--- config.mk ---
export PLATFORM = sky130hd
export DESIGN_NAME = rv32_regfile_flat
export DESIGN_NICKNAME = d
export VERILOG_FILES = /design/src/rtl/rv32_regfile_pkg.sv /design/src/rtl/rv32_regfile_if.sv /design/src/rtl/rv32_reg_scoreboard.sv /design/src/rtl/rv32_regfile.sv /design/src/flat_wrapper.sv
export SDC_FILE = /design/constraint.sdc
export NUM_CORES = 2
export LEC_CHECK = 0
export ABC_AREA = 1
export CELL_PAD_IN_SITES_DETAIL_PLACEMENT = 1
export CELL_PAD_IN_SITES_GLOBAL_PLACEMENT = 1
export CORE_ASPECT_RATIO = 1.4
export CORE_UTILIZATION = 39
export CTS_BUF_LIST = sky130_fd_sc_hd__clkbuf_8
export DETAILED_ROUTE_END_ITERATION = 16
export PLACE_DENSITY = 0.64
export RECOVER_POWER = 100
export SETUP_SLACK_MARGIN = 0.02
export SKIP_LAST_GASP = 1
export SYNTH_ARGS = -nofsm -noshare
export SYNTH_HDL_FRONTEND = slang
export SYNTH_SLANG_ARGS = --single-unit
--- constraint.sdc ---
create_clock -name clk -period 4.4 [get_ports clk]
set_input_delay 1.1 -clock clk [delete_from_list [all_inputs] [get_ports clk]]
set_output_delay 1.1 -clock clk [all_outputs]
set_load 0.1 [all_outputs]
--- src/rtl/rv32_regfile_pkg.sv ---
// Shared RV32 types for the register file and its writeback/decode interface.
package rv32_regfile_pkg;

  localparam int unsigned XLEN        = 32;
  localparam int unsigned RV_NUM_REGS = 32;
  localparam int unsigned REG_ID_W    = $clog2(RV_NUM_REGS);

  typedef logic [XLEN-1:0]     rv32_word;
  typedef logic [REG_ID_W-1:0] rv_reg_id_t;

  // x0 is hardwired; most paths need to know whether a register id is real.
  function automatic logic reg_nz(input rv_reg_id_t r);
    return r != '0;
  endfunction

endpackage

--- src/rtl/rv32_regfile_if.sv ---
// Writeback, decode-read and issue-tracking signals between the pipeline and the register file.
interface rv32_regfile_if;
  import rv32_regfile_pkg::*;

  logic       reg_write;
  rv_reg_id_t rd;
  rv32_word   wb_data;

  rv_reg_id_t rs1;
  rv_reg_id_t rs2;
  rv32_word   rs1_data;
  rv32_word   rs2_data;
  logic       rs1_busy;
  logic       rs2_busy;

  logic       issue_valid;
  logic       issue_reg_write;
  rv_reg_id_t issue_rd;
  logic       flush;
  logic       sb_error;

  modport master (
    output reg_write, rd, wb_data, rs1, rs2,
    output issue_valid, issue_reg_write, issue_rd, flush,
    input  rs1_data, rs2_data, rs1_busy, rs2_busy, sb_error
  );

  modport slave (
    input  reg_write, rd, wb_data, rs1, rs2,
    input  issue_valid, issue_reg_write, issue_rd, flush,
    output rs1_data, rs2_data, rs1_busy, rs2_busy, sb_error
  );

endinterface

--- src/rtl/rv32_reg_scoreboard.sv ---
// Per-register pending-write counters: issue increments, writeback decrements,
// flush clears; produces RAW busy flags for decode and a sticky overflow error.
module rv32_reg_scoreboard
  import rv32_regfile_pkg::*;
#(
  parameter int unsigned MAX_INFLIGHT = 3
) (
  input  logic       clk,
  input  logic       reset,
  input  logic       issue_valid,
  input  logic       issue_reg_write,
  input  rv_reg_id_t issue_rd,
  input  logic       reg_write,
  input  rv_reg_id_t rd,
  input  logic       flush,
  input  rv_reg_id_t rs1,
  input  rv_reg_id_t rs2,
  output logic       rs1_busy,
  output logic       rs2_busy,
  output logic       sb_error
);

  localparam int unsigned      CNT_W   = $clog2(MAX_INFLIGHT + 1);
  localparam logic [CNT_W-1:0] CNT_MAX = CNT_W'(MAX_INFLIGHT);
  localparam logic [CNT_W-1:0] CNT_ONE = CNT_W'(1);

  logic [CNT_W-1:0]       pend_q [RV_NUM_REGS];
  logic [CNT_W-1:0]       pend_d [RV_NUM_REGS];
  logic                   inc;
  logic                   dec;
  logic [RV_NUM_REGS-1:0] inc_vec;
  logic [RV_NUM_REGS-1:0] dec_vec;
  logic                   overflow;

  assign inc     = issue_valid && issue_reg_write && reg_nz(issue_rd);
  assign dec     = reg_write && reg_nz(rd);
  assign inc_vec = inc ? (RV_NUM_REGS'(1) << issue_rd) : '0;
  assign dec_vec = dec ? (RV_NUM_REGS'(1) << rd) : '0;

  // Next counter values; flush wins over any same-cycle issue or retirement.
  always_comb begin
    overflow = 1'b0;
    for (int unsigned r = 0; r < RV_NUM_REGS; r++) begin
      pend_d[r] = pend_q[r];
      if (r == 0 || flush) begin
        pend_d[r] = '0;
      end else if (inc_vec[r] && !dec_vec[r]) begin
        if (pend_q[r] == CNT_MAX) begin
          overflow = 1'b1;
        end else begin
          pend_d[r] = pend_q[r] + CNT_ONE;
        end
      end else if (dec_vec[r] && !inc_vec[r]) begin
        // Retirements of pre-flush instructions arrive with the count already at 0.
        if (pend_q[r] != '0) begin
          pend_d[r] = pend_q[r] - CNT_ONE;
        end
      end
    end
  end

  always_ff @(posedge clk) begin
    if (reset) begin
      for (int unsigned r = 0; r < RV_NUM_REGS; r++) begin
        pend_q[r] <= '0;
      end
      sb_error <= 1'b0;
    end else begin
      pend_q <= pend_d;
      if (overflow) begin
        sb_error <= 1'b1;
      end
    end
  end

  // The final outstanding write retiring this cycle is served by the bypass, so no stall.
  assign rs1_busy = reg_nz(rs1) && (pend_q[rs1] != '0) &&
                    !(dec_vec[rs1] && pend_q[rs1] == CNT_ONE);
  assign rs2_busy = reg_nz(rs2) && (pend_q[rs2] != '0) &&
                    !(dec_vec[rs2] && pend_q[rs2] == CNT_ONE);

endmodule

--- src/rtl/rv32_regfile.sv ---
// RV32 architectural register file: x1-x31 storage, two bypassed read ports,
// and the pending-write scoreboard used by decode for RAW stalls.
module rv32_regfile
  import rv32_regfile_pkg::*;
#(
  parameter int unsigned MAX_INFLIGHT = 3
) (
  input  logic           clk,
  input  logic           reset,
  rv32_regfile_if.slave  bus
);

  rv32_word regs_q [RV_NUM_REGS];
  logic     wr_en;

  assign wr_en = bus.reg_write && reg_nz(bus.rd);

  // Entry 0 is never written so it stays at its reset value.
  always_ff @(posedge clk) begin
    if (reset) begin
      for (int unsigned r = 0; r < RV_NUM_REGS; r++) begin
        regs_q[r] <= '0;
      end
    end else if (wr_en) begin
      regs_q[bus.rd] <= bus.wb_data;
    end
  end

  function automatic rv32_word read_port(
    input rv_reg_id_t rs,
    input logic       we,
    input rv_reg_id_t wr_id,
    input rv32_word   wr_data,
    input rv32_word   stored
  );
    if (!reg_nz(rs)) begin
      return '0;
    end else if (we && wr_id == rs) begin
      return wr_data;
    end
    return stored;
  endfunction

  assign bus.rs1_data = read_port(bus.rs1, bus.reg_write, bus.rd, bus.wb_data, regs_q[bus.rs1]);
  assign bus.rs2_data = read_port(bus.rs2, bus.reg_write, bus.rd, bus.wb_data, regs_q[bus.rs2]);

  rv32_reg_scoreboard #(
    .MAX_INFLIGHT(MAX_INFLIGHT)
  ) u_scoreboard (
    .clk             (clk),
    .reset           (reset),
    .issue_valid     (bus.issue_valid),
    .issue_reg_write (bus.issue_reg_write),
    .issue_rd        (bus.issue_rd),
    .reg_write       (bus.reg_write),
    .rd              (bus.rd),
    .flush           (bus.flush),
    .rs1             (bus.rs1),
    .rs2             (bus.rs2),
    .rs1_busy        (bus.rs1_busy),
    .rs2_busy        (bus.rs2_busy),
    .sb_error        (bus.sb_error)
  );

endmodule

--- src/flat_wrapper.sv ---
// flat-port wrapper written by rule: the top's interface ports become plain ports
module rv32_regfile_flat import rv32_regfile_pkg::*;
#(
  parameter int unsigned MAX_INFLIGHT = 3
)
  (clk, reset, bus_reg_write, bus_rd, bus_wb_data, bus_rs1, bus_rs2, bus_issue_valid, bus_issue_reg_write, bus_issue_rd, bus_flush, bus_rs1_data, bus_rs2_data, bus_rs1_busy, bus_rs2_busy, bus_sb_error);
  rv32_regfile_if bus_i ();
  input  logic clk;
  input  logic reset;
  input wire logic [$bits(bus_i.reg_write)-1:0] bus_reg_write;
  input wire logic [$bits(bus_i.rd)-1:0] bus_rd;
  input wire logic [$bits(bus_i.wb_data)-1:0] bus_wb_data;
  input wire logic [$bits(bus_i.rs1)-1:0] bus_rs1;
  input wire logic [$bits(bus_i.rs2)-1:0] bus_rs2;
  input wire logic [$bits(bus_i.issue_valid)-1:0] bus_issue_valid;
  input wire logic [$bits(bus_i.issue_reg_write)-1:0] bus_issue_reg_write;
  input wire logic [$bits(bus_i.issue_rd)-1:0] bus_issue_rd;
  input wire logic [$bits(bus_i.flush)-1:0] bus_flush;
  output wire logic [$bits(bus_i.rs1_data)-1:0] bus_rs1_data;
  output wire logic [$bits(bus_i.rs2_data)-1:0] bus_rs2_data;
  output wire logic [$bits(bus_i.rs1_busy)-1:0] bus_rs1_busy;
  output wire logic [$bits(bus_i.rs2_busy)-1:0] bus_rs2_busy;
  output wire logic [$bits(bus_i.sb_error)-1:0] bus_sb_error;
  assign bus_i.reg_write = bus_reg_write;
  assign bus_i.rd = bus_rd;
  assign bus_i.wb_data = bus_wb_data;
  assign bus_i.rs1 = bus_rs1;
  assign bus_i.rs2 = bus_rs2;
  assign bus_i.issue_valid = bus_issue_valid;
  assign bus_i.issue_reg_write = bus_issue_reg_write;
  assign bus_i.issue_rd = bus_issue_rd;
  assign bus_i.flush = bus_flush;
  assign bus_rs1_data = bus_i.rs1_data;
  assign bus_rs2_data = bus_i.rs2_data;
  assign bus_rs1_busy = bus_i.rs1_busy;
  assign bus_rs2_busy = bus_i.rs2_busy;
  assign bus_sb_error = bus_i.sb_error;
  rv32_regfile #(.MAX_INFLIGHT(MAX_INFLIGHT)) u_core (.clk(clk), .reset(reset), .bus(bus_i));
endmodule
==> key figures <==
Status
  – Result of the run: finished, violations left
  – Violated checks: capacitance limit, slew limit

Power and ir drop
  – Net Sw Frac: 32.4%
  – Overall power consumption: 25.3 mW
  – Worst supply voltage drop on vdd: 0.193 mV
  – Static power due to leakage: 26.9 nW
  – Cell Int Power: 17.1 mW
  – Part of the total power dissipated in the clock network: 34.3%
  – Seq pwr share: 47.9%
  – NetSw: a little over 8 mW
  – Power per cell area: 369 nW/um^2
  – Share of power burned in combinational logic: around 18%

Final layout
  – Number of standard cells in the layout, taps in and fillers out: roughly 9600
  – Number of fillers in the final layout: roughly 18000
  – Count of nets after finishing: 7424
  – Most frequent standard cell in the layout excluding fill and tap cells: nor2_1
  – Area of all placed cells without fillers: between 60000 and 70000 um^2
  – Share of post-route cells with drive strength above 1: 8.70%
  – Most frequent cells in the layout: nor2_1 (1477), edfxtp_1 (1024), nand3_1 (909)
  – Area growth from synthesis to layout: 13.2%
  – Util after Layout: 44.6%

Drt
  – Number of nets still failing antenna checks after routing: 0
  – Routed length per placed instance: 31.0 um
  – DR DRC count: 0
  – Via count: 59000
  – First drt pass iteration count: 5
  – Total Wirelength: 296000 um
  – Vias per cell: between 6 and 7
  – First DRT Iteration DRCs: 6567

GRT
  – Overall routing resource usage: 37.2%
  – GR Overflow Total: 0
  – Via count of the first global-routing pass: 59900
  – Initial antenna violation count: 4
  – Global-route wire length before repair: between 400000 and 500000 um
  – Largest net degree at the start of global routing: 116

STA
  – Achievable frequency: 0.230 GHz
  – Aggregate negative setup slack: 0 ns
  – Hold violation total from the final report: 0
  – # setup viols final: 0
  – Worst setup slack after layout: 0.0498 ns
  – Pins over their slew limit: around 970
  – Unrepaired setup endpoints after global routing: false
  – Transition time at the pin with the least slew margin: 3.94 ns
  – Maximum clock skew at final layout: between 0.02 and 0.025 ns
  – Final worst path period need: 4.35 ns
  – Worst hold margin: ~0.48 ns
  – Headroom to the max-slew limit: -163%
  – Final cycle utilization of the critical path: 98.9%

Logic synthesis
  – Yosys top cell by area: edfxtp_1
  – Leading cell types by total area after synthesis: edfxtp_1 (51%), nor2_1 (9.2%), nand3_1 (7.5%)
  – Yosys Warn Count: 0
  – Mean area per synthesized cell: 8.24 um^2
  – Register bit total from synthesis: 1087
  – Sequential element share of the synthesized area: 52.9%
  – Post-Syn Area: a little over 60000 um^2
  – Fraction of synthesized cell area taken by the top area cell type: 50.8%
  – Synth cell types: 36
  – Cell count after synthesis: 7349

Die
  – Horiz. Die Dim: 335 um
  – Starting utilization of the core area: 39.4%
  – Area of the core: 154000 um^2
  – Die Y: 468 um
  – IO Count: ~130
  – Floorplan die area: 157000 um^2
  – Core Rows: 170

Worst hold path
  – Cells on Worst Hold Path: 2
  – Hold-critical path endpoint: u_core.u_scoreboard.sb_error
  – Critical hold path startpoint: u_core.u_scoreboard.sb_error
  – Classification of the worst-slack hold path: reg -> reg

CTS
  – Hold buffer count at cts: 0
  – Root buffer cell: clkbuf_8
  – Clock latency reported for the late side of the worst-skew pair: about 0.96 ns
  – TritonCTS sink count: 1087
  – Level count of the clock H-tree: 4
  – Inserted Clock Buffers: about 190
  – Clock Pin Slew Worst Setup and Hold Paths: 0.06 ns
  – Clock tree from TritonCTS: done
  – Maximum buffer depth of the clock tree: 3
  – Post_cts resized: 0
  – Post-CTS Setup Repair Bufs: 0

Worst setup path
  – Crit start category: input pin
  – Required time worst endpoint: 3.30 ns
  – WS Path Type: in -> out
  – Reg-to-Reg End: u_core.u_scoreboard.sb_error
  – R2r setup slk: 2.69 ns
  – Worst r2r path cells: 10
  – Crit Path Max Fanout: 36
  – Startpoint of the most critical register-to-register path: u_core.u_scoreboard.pend_q[9]
  – Data arrival time of the critical path: 3.25 ns
  – Type of destination of the critical path: output pin

Place
  – Pre-CTS setup slack: ~0.082 ns
  – Post-detailed-placement half-perimeter wirelength: about 170000 um
  – Instance area at placement: 66500 um^2
  – IO buf count: 124
  – Placed cell count: 9211
  – Placer's final routability congestion estimate: roughly 0.90

Job
  – MaxCap Viol Count: 34
[power groups by stage]
| stage | Clock, mW | Combinational, mW | Sequential (mW) |
|---|---|---|---|
| 2_1_floorplan | 0 | 2.59 | 12.2 |
| 3_3_place_gp | 0 | 4.60 | 12.3 |
| 3_5_place_dp | 0 | 4.66 | 12.3 |
| 4_1_cts | 8.78 | 4.67 | 12.1 |
| 5_1_grt | 9.15 | 4.71 | 12.2 |
| 6_report | 8.69 | 4.51 | 12.1 |
[per-layer routing]
metal	routed length (um)	GRT usage (%)	vias up
met4	20900	23.5	0
met3	26100	7.26	956
li1	-	-	25100
met2	137000	60.2	3157
met1	112000	45.6	29800
met5	0	0	-
[cell families after synthesis]
kind of cell / share of synthesized area (%)
AND/OR/NAND/NOR: 23.0
adder cells (fa/ha/maj): 0.641
AO/OA/AOI/OAI: 14.9
other: 0.00620
flip-flops: 52.9
XOR/XNOR: 0.0579
buffers and inverters: 8.54
[worst max-delay path by stage]
| stage | cells after the start | from | endpoint | slack [ns] |
|---|---|---|---|---|
| floorplan | 11 | bus_rs2[0] | bus_rs2_data[4] | 0.42 |
| global placement | 14 | bus_rd[4] | u_core.u_scoreboard.sb_error | 0.09 |
| detailed placement | 16 | bus_issue_rd[1] | u_core.u_scoreboard.sb_error | 0.08 |
| CTS | 10 | bus_rd[1] | bus_rs1_data[11] | 0.11 |
| global route | 11 | bus_rd[3] | bus_rs1_data[6] | 0.01 |
| finish | 11 | bus_rs1[1] | bus_rs1_data[21] | 0.05 |
[synthesized netlist by cell type]
library cell,count
inv_2,11
nor3b_1,1
o21ai_0,609
nor3_2,1
nand2_1,848
clkinv_1,4
buf_1,78
nor4_2,1
o21bai_1,11
ha_1,31
a21oi_1,622
nor3_1,10
a21o_1,1
o211ai_1,288
nor2_1,1477
nand3_1,912
or2_2,17
nor2_2,1
a211oi_1,20
a22oi_1,38
nand3b_1,1
xor2_1,4
clkbuf_1,353
o21ai_1,3
buf_4,21
buf_2,192
buf_6,7
inv_1,612
nand4_1,62
nor2_4,3
edfxtp_1,1024
a31oi_1,16
o31ai_1,5
dfxtp_1,63
conb_1,1
o21a_1,1
[final cells by class]
cell class	instances	area [um^2]	share of cell area [%]
sequential	1087	32000	46.7
multi-input combinational	5015	23500	34.4
timing repair buffer	418	4650	6.79
clock buffer	192	2640	3.86
tap	2064	2580	3.77
inverter	627	2410	3.51
clock inverter	142	668	0.975
antenna	8	20.0	0.0292
[worst max-delay path: stages]
cell and delay, ns:
buf_8 0.13, inv_6 0.08, buf_12 0.30, clkbuf_4 0.50, o211ai_1 0.16, nand3_1 0.12
nand3_1 0.12, nand3_1 0.23, nand3_1 0.14, nand2_1 0.13, buf_12 0.18
[sequential cells by signal, summed over array words and instances, names as in the netlist]
name	cells
u_core.u_scoreboard.sb_error	1
u_core.u_scoreboard.pend_q	62
u_core.regs_q	1024
Power figures use the tool's default switching activity.
